### src/rtl/fetch_cycle.sv
// fetch_cycle: instruction fetch stage feeding decode.
//   Issues in-order fetches over a req/gnt/rvalid memory interface, tags each
//   issued address in an in-flight FIFO, and buffers the returned words in a
//   small prefetch queue whose head is presented to decode as {ir, pc}.
//   A redirect flushes everything and discards responses still in flight.
// Ports:
//   clk, rst                 clock, asynchronous active-low reset
//   imem_req/imem_addr       fetch request and address (address = fetch PC)
//   imem_gnt                 memory accepted the request this cycle
//   imem_rvalid/imem_rdata   in-order response word
//   stall                    decode cannot accept the head this cycle
//   redirect/redirect_pc     restart fetching at redirect_pc
//   valid/ir/pc              instruction presented to decode
module fetch_cycle #(
    parameter logic [15:0] RESET_PC  = 16'h0000,
    parameter int unsigned PC_INC    = 2,
    parameter int unsigned DEPTH     = 2,
    parameter logic [15:0] NOP_INSTR = 16'h0000
) (
    input  logic        clk,
    input  logic        rst,
    output logic        imem_req,
    output logic [15:0] imem_addr,
    input  logic        imem_gnt,
    input  logic        imem_rvalid,
    input  logic [15:0] imem_rdata,
    input  logic        stall,
    input  logic        redirect,
    input  logic [15:0] redirect_pc,
    output logic        valid,
    output logic [15:0] ir,
    output logic [15:0] pc
);
    localparam int unsigned XLEN  = 16;
    localparam int unsigned PTR_W = (DEPTH > 1) ? $clog2(DEPTH) : 1;
    localparam int unsigned CNT_W = $clog2(DEPTH + 1);
    localparam int unsigned SUM_W = CNT_W + 1;

    typedef struct packed {
        logic [XLEN-1:0] pc;
        logic [XLEN-1:0] ir;
    } fq_entry_t;

    logic [XLEN-1:0]  fpc_q, fpc_d;
    logic [XLEN-1:0]  last_pc_q, last_pc_d;
    fq_entry_t        fq_q [DEPTH];
    fq_entry_t        fq_d [DEPTH];
    logic [PTR_W-1:0] fq_head_q, fq_head_d, fq_tail_q, fq_tail_d;
    logic [CNT_W-1:0] fq_cnt_q, fq_cnt_d;
    logic [XLEN-1:0]  ifl_q [DEPTH];
    logic [XLEN-1:0]  ifl_d [DEPTH];
    logic [PTR_W-1:0] ifl_head_q, ifl_head_d, ifl_tail_q, ifl_tail_d;
    logic [CNT_W-1:0] outst_q, outst_d;
    logic [CNT_W-1:0] drop_q, drop_d;

    logic credit_ok;
    logic issue, resp, resp_keep, resp_drop, pop;

    function automatic logic [PTR_W-1:0] ptr_inc(input logic [PTR_W-1:0] p);
        return (p == PTR_W'(DEPTH - 1)) ? '0 : p + PTR_W'(1);
    endfunction

    // Request and decode-facing outputs, all taken from registered state.
    // Outstanding requests and buffered words share the DEPTH credits.
    always_comb begin
        credit_ok = (SUM_W'(outst_q) + SUM_W'(fq_cnt_q)) < SUM_W'(DEPTH);
        imem_req  = rst & credit_ok & ~redirect;
        imem_addr = fpc_q;
        valid     = (fq_cnt_q != '0);
        ir        = valid ? fq_q[fq_head_q].ir : NOP_INSTR;
        pc        = valid ? fq_q[fq_head_q].pc : last_pc_q;
    end

    // Next-state: issue, response capture/drop, decode pop, redirect flush.
    always_comb begin
        fpc_d      = fpc_q;
        last_pc_d  = pc;
        fq_d       = fq_q;
        fq_head_d  = fq_head_q;
        fq_tail_d  = fq_tail_q;
        fq_cnt_d   = fq_cnt_q;
        ifl_d      = ifl_q;
        ifl_head_d = ifl_head_q;
        ifl_tail_d = ifl_tail_q;
        outst_d    = outst_q;
        drop_d     = drop_q;

        issue     = imem_req & imem_gnt;
        // A response with nothing outstanding is a protocol error and is ignored.
        resp      = imem_rvalid & (outst_q != '0);
        resp_keep = resp & (drop_q == '0);
        resp_drop = resp & (drop_q != '0);
        pop       = valid & ~stall;

        if (redirect) begin
            // Everything still in flight, including a response landing now, is stale.
            fpc_d      = redirect_pc;
            fq_head_d  = '0;
            fq_tail_d  = '0;
            fq_cnt_d   = '0;
            ifl_head_d = '0;
            ifl_tail_d = '0;
            outst_d    = outst_q - CNT_W'(resp);
            drop_d     = outst_d;
        end else begin
            if (issue) begin
                ifl_d[ifl_tail_q] = fpc_q;
                ifl_tail_d        = ptr_inc(ifl_tail_q);
                fpc_d             = fpc_q + XLEN'(PC_INC);
            end
            if (resp_keep) begin
                fq_d[fq_tail_q] = '{pc: ifl_q[ifl_head_q], ir: imem_rdata};
                fq_tail_d       = ptr_inc(fq_tail_q);
                ifl_head_d      = ptr_inc(ifl_head_q);
            end
            if (pop) begin
                fq_head_d = ptr_inc(fq_head_q);
            end
            fq_cnt_d = fq_cnt_q + CNT_W'(resp_keep) - CNT_W'(pop);
            outst_d  = outst_q + CNT_W'(issue) - CNT_W'(resp);
            drop_d   = drop_q - CNT_W'(resp_drop);
        end
    end

    // State registers.
    always_ff @(posedge clk or negedge rst) begin
        if (!rst) begin
            fpc_q      <= RESET_PC;
            last_pc_q  <= RESET_PC;
            fq_head_q  <= '0;
            fq_tail_q  <= '0;
            fq_cnt_q   <= '0;
            ifl_head_q <= '0;
            ifl_tail_q <= '0;
            outst_q    <= '0;
            drop_q     <= '0;
            for (int i = 0; i < int'(DEPTH); i++) begin
                fq_q[i]  <= '0;
                ifl_q[i] <= '0;
            end
        end else begin
            fpc_q      <= fpc_d;
            last_pc_q  <= last_pc_d;
            fq_q       <= fq_d;
            fq_head_q  <= fq_head_d;
            fq_tail_q  <= fq_tail_d;
            fq_cnt_q   <= fq_cnt_d;
            ifl_q      <= ifl_d;
            ifl_head_q <= ifl_head_d;
            ifl_tail_q <= ifl_tail_d;
            outst_q    <= outst_d;
            drop_q     <= drop_d;
        end
    end

    // Memory must never answer a request that was not issued.
    a_rvalid_has_outstanding: assert property (
        @(posedge clk) disable iff (!rst) imem_rvalid |-> (outst_q != '0)
    );

endmodule

### config.mk
export PLATFORM = sky130hd
export DESIGN_NAME = fetch_cycle
export DESIGN_NICKNAME = d
export VERILOG_FILES = /design/src/rtl/fetch_cycle.sv
export SDC_FILE = /design/constraint.sdc
export NUM_CORES = 1
export LEC_CHECK = 0
export BUFFER_PORTS_ARGS = -buffer_cell sky130_fd_sc_hd__buf_2
export CAP_MARGIN = 10
export CORE_ASPECT_RATIO = 1.5
export CORE_UTILIZATION = 57
export DETAILED_ROUTE_END_ITERATION = 8
export PLACE_DENSITY = 0.85
export SYNTH_ARGS = -nofsm -noshare
export SYNTH_HDL_FRONTEND = slang
export SYNTH_SLANG_ARGS = --single-unit
### constraint.sdc
create_clock -name clk -period 3.08 [get_ports clk]
set_input_delay 0.154 -clock clk [delete_from_list [all_inputs] [get_ports clk]]
set_output_delay 0.154 -clock clk [all_outputs]
set_load 0.02 [all_outputs]
==> results of run 1 <==
cell families after synthesis:
group / synth area share
flip-flops: 0.5583
AND/OR/NAND/NOR: 0.09325
multiplexers: 0.2091
AO/OA/AOI/OAI: 0.07707
buffers and inverters: 0.03216
XOR/XNOR: 0.01274
adder cells (fa/ha/maj): 0.01739
worst reg2reg max path: stages, from the launching register on:
cell	delay [ns]
dfrtp_1	0.43
and2_1	0.19
fa_1	0.50
nor4b_4	0.35
and2_4	0.29
inv_2	0.10
ha_1	0.29
inv_1	0.04
ha_1	0.18
xnor2_1	0.12
o21ai_1	0.21
xor2_1	0.18
final cells by class:
class | instances | area share
Clock buffer | 25 | 0.06784
Clock inverter | 7 | 0.01449
Inverter | 13 | 0.006422
Multi-Input combinational cell | 340 | 0.3353
Sequential cell | 138 | 0.4546
Tap cell | 144 | 0.02371
Timing Repair Buffer | 119 | 0.09765
flip-flops by register name, summed over array words and instances, names as in the netlist:
signal and flops:
fq_cnt_q 2, ifl_tail_q 1, fq_tail_q 1, fq_head_q 1
outst_q 2, last_pc_q 16, fq_q 64, ifl_q 32
ifl_head_q 1, imem_addr 16, drop_q 2
power groups by stage:
| stage | combinational (W) | clock [W] | sequential (W) |
|---|---|---|---|
| global route | 0.00280 | 0.00223 | 0.00318 |
| global placement | 0.00237 | 0 | 0.00301 |
| CTS | 0.00258 | 0.00214 | 0.00308 |
| floorplan | 0.00189 | 0 | 0.00288 |
| finish | 0.00256 | 0.00212 | 0.00309 |
| detailed placement | 0.00249 | 0 | 0.00308 |
metal layers:
metal  vias to the layer above  routed length (um)  GRT usage
li1                       2045                   -          -
met1                      2212                5515     0.3176
met2                       151                7382     0.4535
met3                        30                 650    0.06815
met4                         0                 405     0.1343
met5                         -                   0          0
stage by stage:
step / std cells / power (W)
finish: 786 / 0.007772
global route: 786 / 0.008205
CTS: 786 / 0.007789
detailed placement: 730 / 0.005567
global placement: 730 / 0.005382
floorplan: 521 / 0.004770
worst max path at each step:
stage | endpoint | cells after the start | slack, ns | from
after CTS | outst_q[1]$_DFF_PN0_ | 11 | 0.13 | fq_cnt_q[0]$_DFF_PN0_
after global routing | outst_q[1]$_DFF_PN0_ | 11 | 0.007 | fq_cnt_q[0]$_DFF_PN0_
after floorplan | outst_q[1]$_DFF_PN0_ | 11 | 0.24 | fq_cnt_q[0]$_DFF_PN0_
after detailed placement | outst_q[1]$_DFF_PN0_ | 11 | 0.16 | fq_cnt_q[0]$_DFF_PN0_
final | outst_q[1]$_DFF_PN0_ | 11 | 0.13 | fq_cnt_q[0]$_DFF_PN0_
after global placement | outst_q[1]$_DFF_PN0_ | 11 | 0.30 | fq_cnt_q[0]$_DFF_PN0_
Yosys cell counts, types with 3 or more instances:
cell / number
o21ai_1: 6
nand3_1: 10
nand4_1: 6
a22oi_1: 3
ha_1: 7
o21ai_0: 34
dfrtp_1: 138
nand2_1: 50
clkbuf_1: 12
buf_1: 3
a221o_1: 3
a21oi_1: 21
xor2_1: 5
nor2_1: 44
mux2_2: 40
buf_2: 12
mux2i_1: 49
mux2_4: 19
or3_1: 3
inv_1: 11
and3_1: 3
buf_6: 3
xnor2_1: 4
mux2_1: 6
o211ai_1: 5
timing repair:
| action | CTS | global route |
|---|---|---|
| resized for setup | 0 | 1 |
| endpoints found under the hold margin | 38 | 0 |
| hold buffers | 24 | 0 |
| setup endpoints to repair | 0 | 1 |
==> metrics.txt, run 1 <==
outcome complete, no violations; WL final about 14,000 um; nets between 600 and 700; r2r endpoint outst_q[1]$_DFF_PN0_; total gr overflow 0; post-synthesis sequential area ratio 0.5583; DIE WIDTH approximately 87 um; synth warn 0; Synth cell types between 40 and 50; Post-Syn Area per Cell 11.87 um2; drt first pass iters 5; Clock Tree Buf Depth 2; Post-synth EDFFs 0; detailed placement HPWL ~8300 um; Seq. cell area 3455 um2; area of the multi-input gates between 2000 and 3000 um2; drt wl/cell between 15 and 20 um; main area contributors after synthesis dfrtp_1, mux2i_1, mux2_2; core footprint 10,590 um2; DR vias 4,438; # H-tree levels 4; # fillers between 700 and 800; Final Hold Viols 0; fin util 0.7175; post-place instance area 6733 um2; fin. max-slew vios 0; setup TNS 0 ns; P&R area growth vs syn 22.84%; largest net degree at the start of global routing 83; most common library cell in the layout ignoring fill and taps dfrtp_1; period utilization 0.9579; Skew-Pair Late Insertion Delay approximately 0.42 ns; FF-to-FF Start fq_cnt_q[0]$_DFF_PN0_; largest area contributor in the netlist dfrtp_1; gpl congestion roughly 0.86; Rel. slew slack 0.3210; CP max stage delay 0.50 ns; Clock Tree Root clkbuf_16; Seq pwr share 0.397; Yosys reg bits approximately 140; switch share 0.3495; RSZ-0062 raised after global routing false; CTS tree yes; global-route wire length before repair 22,750 um; worst r2r path cells 11; clock power share 0.273; drt initial violations between 300 and 400; Synth Net Count about 570; CP Class reg -> reg; CP Max Fanout 12; worst path cell trace and2_1 -> fa_1 -> nor4b_4 -> and2_4 -> inv_2 -> ha_1 -> inv_1 -> ha_1 -> xnor2_1 -> o21ai_1 -> xor2_1; # DRC 0; Tightest Pin Transition 1.018 ns; final instance area 7599 um2; die height 129.6 um; Synth Instances 521; Tmin final slightly below 3 ns; # rows 46; combinational share of power 0.330; layout cell share with drive strength beyond 1 0.3006; Final Skew approximately 0.0077 ns; crit start category flip-flop; vias per cell between 5 and 6; gr usage total 0.2688; Psw ~0.0027 W; Fin Hold WS 0.01219 ns; synthesized cell area 6186 um2; Setup Slack @ Placement between 0.15 and 0.2 ns; Worst Path Buf+Inv 2; CP Capture Type flip-flop; final setup margin between 0.1 and 0.15 ns; initial antenna violation count 0; Setup Buffers After CTS 0; CP arrival 3.29 ns; family with the most delay on the worst path adder cells; Starting Density 0.5841; Num CTS Buffers 17; Internal Power 0.005056 W; Leak ~3.7 nW; Crit path top cell by count ha_1; die footprint 11,280 um2; Worst R2R Setup Slack about 0.13 ns; Slowest cell on crit path fa_1; Hold Crit Class in -> async; Pwr Density ~1000 nW/um2; required time worst endpoint between 3 and 4 ns; Antenna Cells 0; most frequent cells in the layout dfrtp_1, buf_2, nand2_1; vias in the first global route roughly 4,600; Most used DFF post-synth dfrtp_1; count of final setup violators 0; async set-reset flop share out of synthesis 1.000; fmax approximately 0.34 GHz; # IOs 88; Port Buffer Count between 80 and 90; Max IR drop VDD 529.9 uV; Detail Route Antenna Nets 0; clk sink count 138; Clk pin slew, worst setup/hold paths 0.06 ns; Synth top area share 0.5583; Max Cap Viol 0
No activity file was read; power rests on OpenSTA's default activity.
==> inputs of run 2 (changes only) <==
Settings changed: PLACE_DENSITY 0.85 to default, PLACE_DENSITY_LB_ADDON from default to 0.05.
Clock period 3.08 ns to 2.8 ns, I/O delays scaled along.
==> metrics.txt, run 2 (synthesized netlist as in run 1, its figures left out) <==
outcome complete, no violations; Antenna Cells 0 (unchanged); P&R area growth vs syn 24.23%; Worst Path Buf+Inv 2 (unchanged); Leak 3.686 nW (+0.98%); fmax 0.3810 GHz (+12%); vias in the first global route 4,236 (-8.8%); die height 129.6 um (unchanged); fin util 0.7257 (+0.008153); Tightest Pin Transition 0.9565 ns (-0.06198 ns); Final Skew 0.006073 ns (-0.001675 ns); largest net degree at the start of global routing 70 (-16%); CP Max Fanout 3 (-9); # DRC 0 (unchanged); Max IR drop VDD 551.0 uV (+4.0%); Clk pin slew, worst setup/hold paths 0.06 ns (about the same); drt initial violations 160 (-48%); Pwr Density 1100 nW/um2 (+7.5%); most common library cell in the layout ignoring fill and taps dfrtp_1; drt wl/cell 15.25 um (-14%); worst path cell trace and2_1 -> fa_1 -> nor4b_4 -> and2_4 -> inv_2 -> ha_1 -> inv_1 -> ha_1 -> xnor2_1 -> o21ai_0 -> xor2_1; highest layer used for signal routing met4; WL final 12,110 um (-13%); Max Cap Viol 0 (unchanged); required time worst endpoint 3.13 ns (-0.29 ns); gr usage total 0.2312 (-0.03762); nets 683 (+1.2%); Skew-Pair Late Insertion Delay 0.41 ns (about the same); Rel. slew slack 0.3624 (+0.04132); Detail Route Antenna Nets 0 (unchanged); layout cell share with drive strength beyond 1 0.3046 (+0.003992); max FFs per register 64 (unchanged); DIE WIDTH 87.06 um (unchanged); detailed placement HPWL 7800 um (-6.0%); period utilization 0.9375 (-0.02040); Clock Tree Buf Depth 2 (unchanged); global-route wire length before repair 19,840 um (-13%); # IOs 88 (unchanged); WL met1 5331 um (-3.3%); drt first pass iters 6 (+1); # rows 46 (unchanged); Largest Register fq_q; setup TNS 0 ns (unchanged); count of final setup violators 0 (unchanged); final setup margin 0.1750 ns (+0.04532 ns); Crit path top cell by count ha_1; Starting Density 0.5841 (unchanged); RSZ-0062 raised after global routing false; total gr overflow 0 (unchanged); CP max stage delay 0.52 ns (+0.02 ns); Final Hold Viols 0 (unchanged); wire length on met2 6144 um (-17%); met3 WL 416 um (-36%); initial antenna violation count 0 (unchanged); Num CTS Buffers 17 (unchanged); DR vias 4,290 (-3.3%); Clock Tree Root clkbuf_16; CP Capture Type flip-flop; post-place instance area 6763 um2 (+0.45%); Slowest cell on crit path fa_1; Port Buffer Count 87 (unchanged); gpl congestion 0.7757 (-9.6%); CTS tree yes; Hold Crit Class in -> reg; CP arrival 2.96 ns (-0.33 ns); vias per cell 5.403 (-4.3%); # H-tree levels 4 (unchanged); family with the most delay on the worst path adder cells; core footprint 10,590 um2 (unchanged); fin. max-slew vios 0 (unchanged); Setup Slack @ Placement 0.2085 ns (+0.04674 ns); Fin Hold WS 0.01926 ns (+0.007068 ns); largest registers in the final layout fq_q x64, ifl_q x32; clk sink count 138 (unchanged); die footprint 11,280 um2 (unchanged); most frequent cells in the layout dfrtp_1, buf_2, nand2_1; number of gates resized after cts 0 (unchanged); CP Class reg -> reg; crit start category flip-flop; final instance area 7685 um2 (+1.1%); Tmin final 2.625 ns (-0.3253 ns)
-- run 2: changes by cell type in the layout (fill, tap and decap cells not counted), sizes merged --
cell,previous run,this run
buf,95,99
clkinv,4,6
clkinvlp,0,2
clkbuf,25,19
dlygate4sd3,24,28
bufinv,3,5
-- run 2: final timing paths --
check                           slack, ns                        end                  start  cells past startpoint
min in group asynchronous            0.16       fq_q[39]$_DFFE_PN0P_                    rst                      2
worst min-delay path                 0.02  imem_addr[12]$_DFFE_PN0P_        redirect_pc[12]                      3
worst max-delay path                 0.18       outst_q[1]$_DFF_PN0_  fq_cnt_q[0]$_DFF_PN0_                     11
worst max register to register       0.18       outst_q[1]$_DFF_PN0_  fq_cnt_q[0]$_DFF_PN0_                     11
worst min register to register       0.48       fq_q[29]$_DFFE_PN0P_   fq_q[29]$_DFFE_PN0P_                      2
max in group asynchronous            1.53       fq_q[57]$_DFFE_PN0P_                    rst                      3
-- run 2: area by class of cell --
| cell class | count | area (um2) |
|---|---|---|
| clock buffer | 19 | 442.9 |
| clock inverter | 13 | 198.9 |
| fill | 795 | 2905 |
| inverter | 13 | 48.80 |
| multi-input combinational | 340 | 2547 |
| sequential | 138 | 3455 |
| tap | 144 | 180.2 |
| timing repair buffer | 127 | 812.0 |
-- run 2: what timing repair did --
| action | CTS | global route |
|---|---|---|
| endpoints found under the setup margin | 0 | 0 |
| endpoints found under the hold margin | 66 | 0 |
| buffers inserted | 0 | 0 |
| hold buffers | 28 | 0 |
-- run 2: report_power, final --
part | leakage [nW] | switching [W] | internal, W | total (W)
Clock | 0.312 | 0.000792 | 0.00160 | 0.00239
Sequential | 1.75 | 0.000543 | 0.00278 | 0.00333
Combinational | 1.63 | 0.00149 | 0.00125 | 0.00274
-- run 2: through the flow --
step                cells  total power, W
floorplan             521        0.005245
global placement      734        0.005956
detailed placement    734        0.006079
CTS                   794        0.008532
global route          794        0.008983
finish                794        0.008450
-- run 2: tightest hold or removal path: cells and delay by family --
family,cells,cell delay (ns)
AO/OA/AOI/OAI,1,0.08
buffers and inverters,1,0.08
AND/OR/NAND/NOR,1,0.09
-- run 2: layer usage --
metal | vias to the layer above | track usage
met5 | - | 0
met4 | 0 | 0.09804
met3 | 16 | 0.05159
met2 | 104 | 0.3956
met1 | 2106 | 0.2800
li1 | 2064 | -
==> inputs of run 3 (changes only) <==
Settings changed: HOLD_SLACK_MARGIN from default to 0.12.
==> metrics.txt, run 3 (synthesized netlist as in run 1, its figures left out) <==
layout cell share with drive strength beyond 1 0.3014 (-0.003246); most frequent cells in the layout dfrtp_1, buf_2, nand2_1; CP Capture Type flip-flop; Leak 3.716 nW (+0.79%); final std cells w/o fill 801 (+0.88%); Seq. cell area 3455 um2 (unchanged); CP Max Fanout 3 (unchanged); die height 129.6 um (unchanged); r2r endpoint outst_q[1]$_DFF_PN0_; total gr overflow 0 (unchanged); CP Class reg -> reg; count of final setup violators 0 (unchanged); Hold Crit Start imem_gnt; Worst R2R Setup Slack 0.18 ns (about the same); worst r2r path cells 11 (unchanged); gpl congestion 0.7757 (unchanged); Internal Power 0.005629 W (+0.11%); Seq pwr share 0.393 (about the same); most common library cell in the layout ignoring fill and taps dfrtp_1; fin util 0.7323 (+0.006616); # fillers 782 (-1.6%); number of gates resized after cts 0 (unchanged); fin. max-slew vios 0 (unchanged); vias per cell 5.388 (-0.27%); largest net degree at the start of global routing 70 (unchanged); Setup Slack @ Placement 0.2085 ns (unchanged); P&R area growth vs syn 25.36%; Detail Route Antenna Nets 0 (unchanged); core footprint 10,590 um2 (unchanged); hold depth 4 (+1); period utilization 0.9372 (about the same); outcome complete, no violations; Tightest Pin Transition 0.9508 ns (-0.005688 ns); gr usage total 0.2328 (+0.001644); # rows 46 (unchanged); FF-to-FF Start fq_cnt_q[0]$_DFF_PN0_; detailed placement HPWL 7800 um (unchanged); area of the multi-input gates 2547 um2 (unchanged); Tmin final 2.624 ns (-0.0007170 ns); clock power share 0.282 (about the same); Starting Density 0.5841 (unchanged); Max IR drop VDD 550.9 uV (about the same); Largest Register fq_q; Pwr Density 1091 nW/um2 (-0.77%); drt wl/cell 15.25 um (about the same); Antenna Cells 0 (unchanged); clk sink count 138 (unchanged); WL final 12,220 um (+0.87%); RSZ-0062 raised after global routing false; switch share 0.3347 (about the same); initial antenna violation count 0 (unchanged); Port Buffer Count 87 (unchanged); setup TNS 0 ns (unchanged); CTS tree yes; drt initial violations 169 (+5.6%); Final Hold Viols 0 (unchanged); Skew-Pair Late Insertion Delay 0.41 ns (about the same); # IOs 88 (unchanged); required time worst endpoint 3.14 ns (about the same); Clock Tree Root clkbuf_16; largest registers in the final layout fq_q x64, ifl_q x32; global-route wire length before repair 20,020 um (+0.90%); drt first pass iters 7 (+1); Hold Crit Class in -> reg; final setup margin 0.1757 ns (+0.0007170 ns); Clock Tree Buf Depth 2 (unchanged); Placed Instances 734 (unchanged); crit start category flip-flop; fmax 0.3811 GHz (about the same); Worst Hold Path EP imem_addr[3]$_DFFE_PN0P_; # DRC 0 (unchanged); DIE WIDTH 87.06 um (unchanged); DR vias 4,316 (+0.61%); CP arrival 2.96 ns (about the same); Psw 0.002832 W (+0.17%); Num CTS Buffers 17 (unchanged); Fin Hold WS 0.1494 ns (+0.1302 ns); die footprint 11,280 um2 (unchanged); Rel. slew slack 0.3662 (+0.003792); Clk pin slew, worst setup/hold paths 0.06 ns (about the same); # H-tree levels 4 (unchanged); Final Skew 0.006870 ns (+0.0007975 ns); max FFs per register 64 (unchanged); nets 690 (+1.0%); vias in the first global route 4,275 (+0.92%); Max Cap Viol 0 (unchanged); combinational share of power 0.325 (about the same)
## run 3: repair_timing
item	4_1_cts	5_1_grt
hold buffers	35	0
setup buffers	0	0
endpoints found under the hold margin	122	0
## run 3: power by group through the flow
stage	Clock (W)	Sequential (W)	Combinational, W
after floorplan	0	0.00317	0.00208
after global routing	0.00253	0.00343	0.00303
after global placement	0	0.00331	0.00265
after CTS	0.00243	0.00333	0.00278
final	0.00239	0.00332	0.00275
after detailed placement	0	0.00336	0.00272
## run 3: worst max-delay path: stages (launching register included)
cell	delay (ns)
dfrtp_1	0.42
and2_1	0.19
fa_1	0.52
nor4b_4	0.26
and2_4	0.19
inv_2	0.04
ha_1	0.26
inv_1	0.03
ha_1	0.17
xnor2_1	0.11
o21ai_0	0.19
xor2_1	0.16
## run 3: through the flow
step | power [W] | cell area, um2
after CTS | 0.008539 | 7755
after detailed placement | 0.006079 | 6763
final | 0.008461 | 7755
after global placement | 0.005956 | 6763
after floorplan | 0.005245 | 6186
after global routing | 0.008992 | 7755
## run 3: layout make-up
| type | count | share of cell area |
|---|---|---|
| Sequential cell | 138 | 0.4455 |
| Multi-Input combinational cell | 340 | 0.3285 |
| Clock buffer | 19 | 0.05712 |
| Timing Repair Buffer | 134 | 0.1137 |
| Clock inverter | 13 | 0.02565 |
| Tap cell | 144 | 0.02323 |
| Inverter | 13 | 0.006292 |
## run 3: worst max-delay path by stage
stage / endpoint / cells past startpoint / from / slack (ns)
3_5_place_dp: outst_q[1]$_DFF_PN0_ / 11 / fq_cnt_q[0]$_DFF_PN0_ / 0.21
5_1_grt: outst_q[1]$_DFF_PN0_ / 11 / fq_cnt_q[0]$_DFF_PN0_ / 0.04
4_1_cts: outst_q[1]$_DFF_PN0_ / 11 / fq_cnt_q[0]$_DFF_PN0_ / 0.16
2_1_floorplan: outst_q[1]$_DFF_PN0_ / 11 / fq_cnt_q[0]$_DFF_PN0_ / 0.02
6_report: outst_q[1]$_DFF_PN0_ / 11 / fq_cnt_q[0]$_DFF_PN0_ / 0.18
3_3_place_gp: outst_q[1]$_DFF_PN0_ / 11 / fq_cnt_q[0]$_DFF_PN0_ / 0.27
## run 3: per-layer routing
layer / part of all wire / GRT usage
met1: 0.44 / 0.2804
met2: 0.51 / 0.4006
met3: 0.034 / 0.05159
met4: 0.019 / 0.09804
met5: 0 / 0
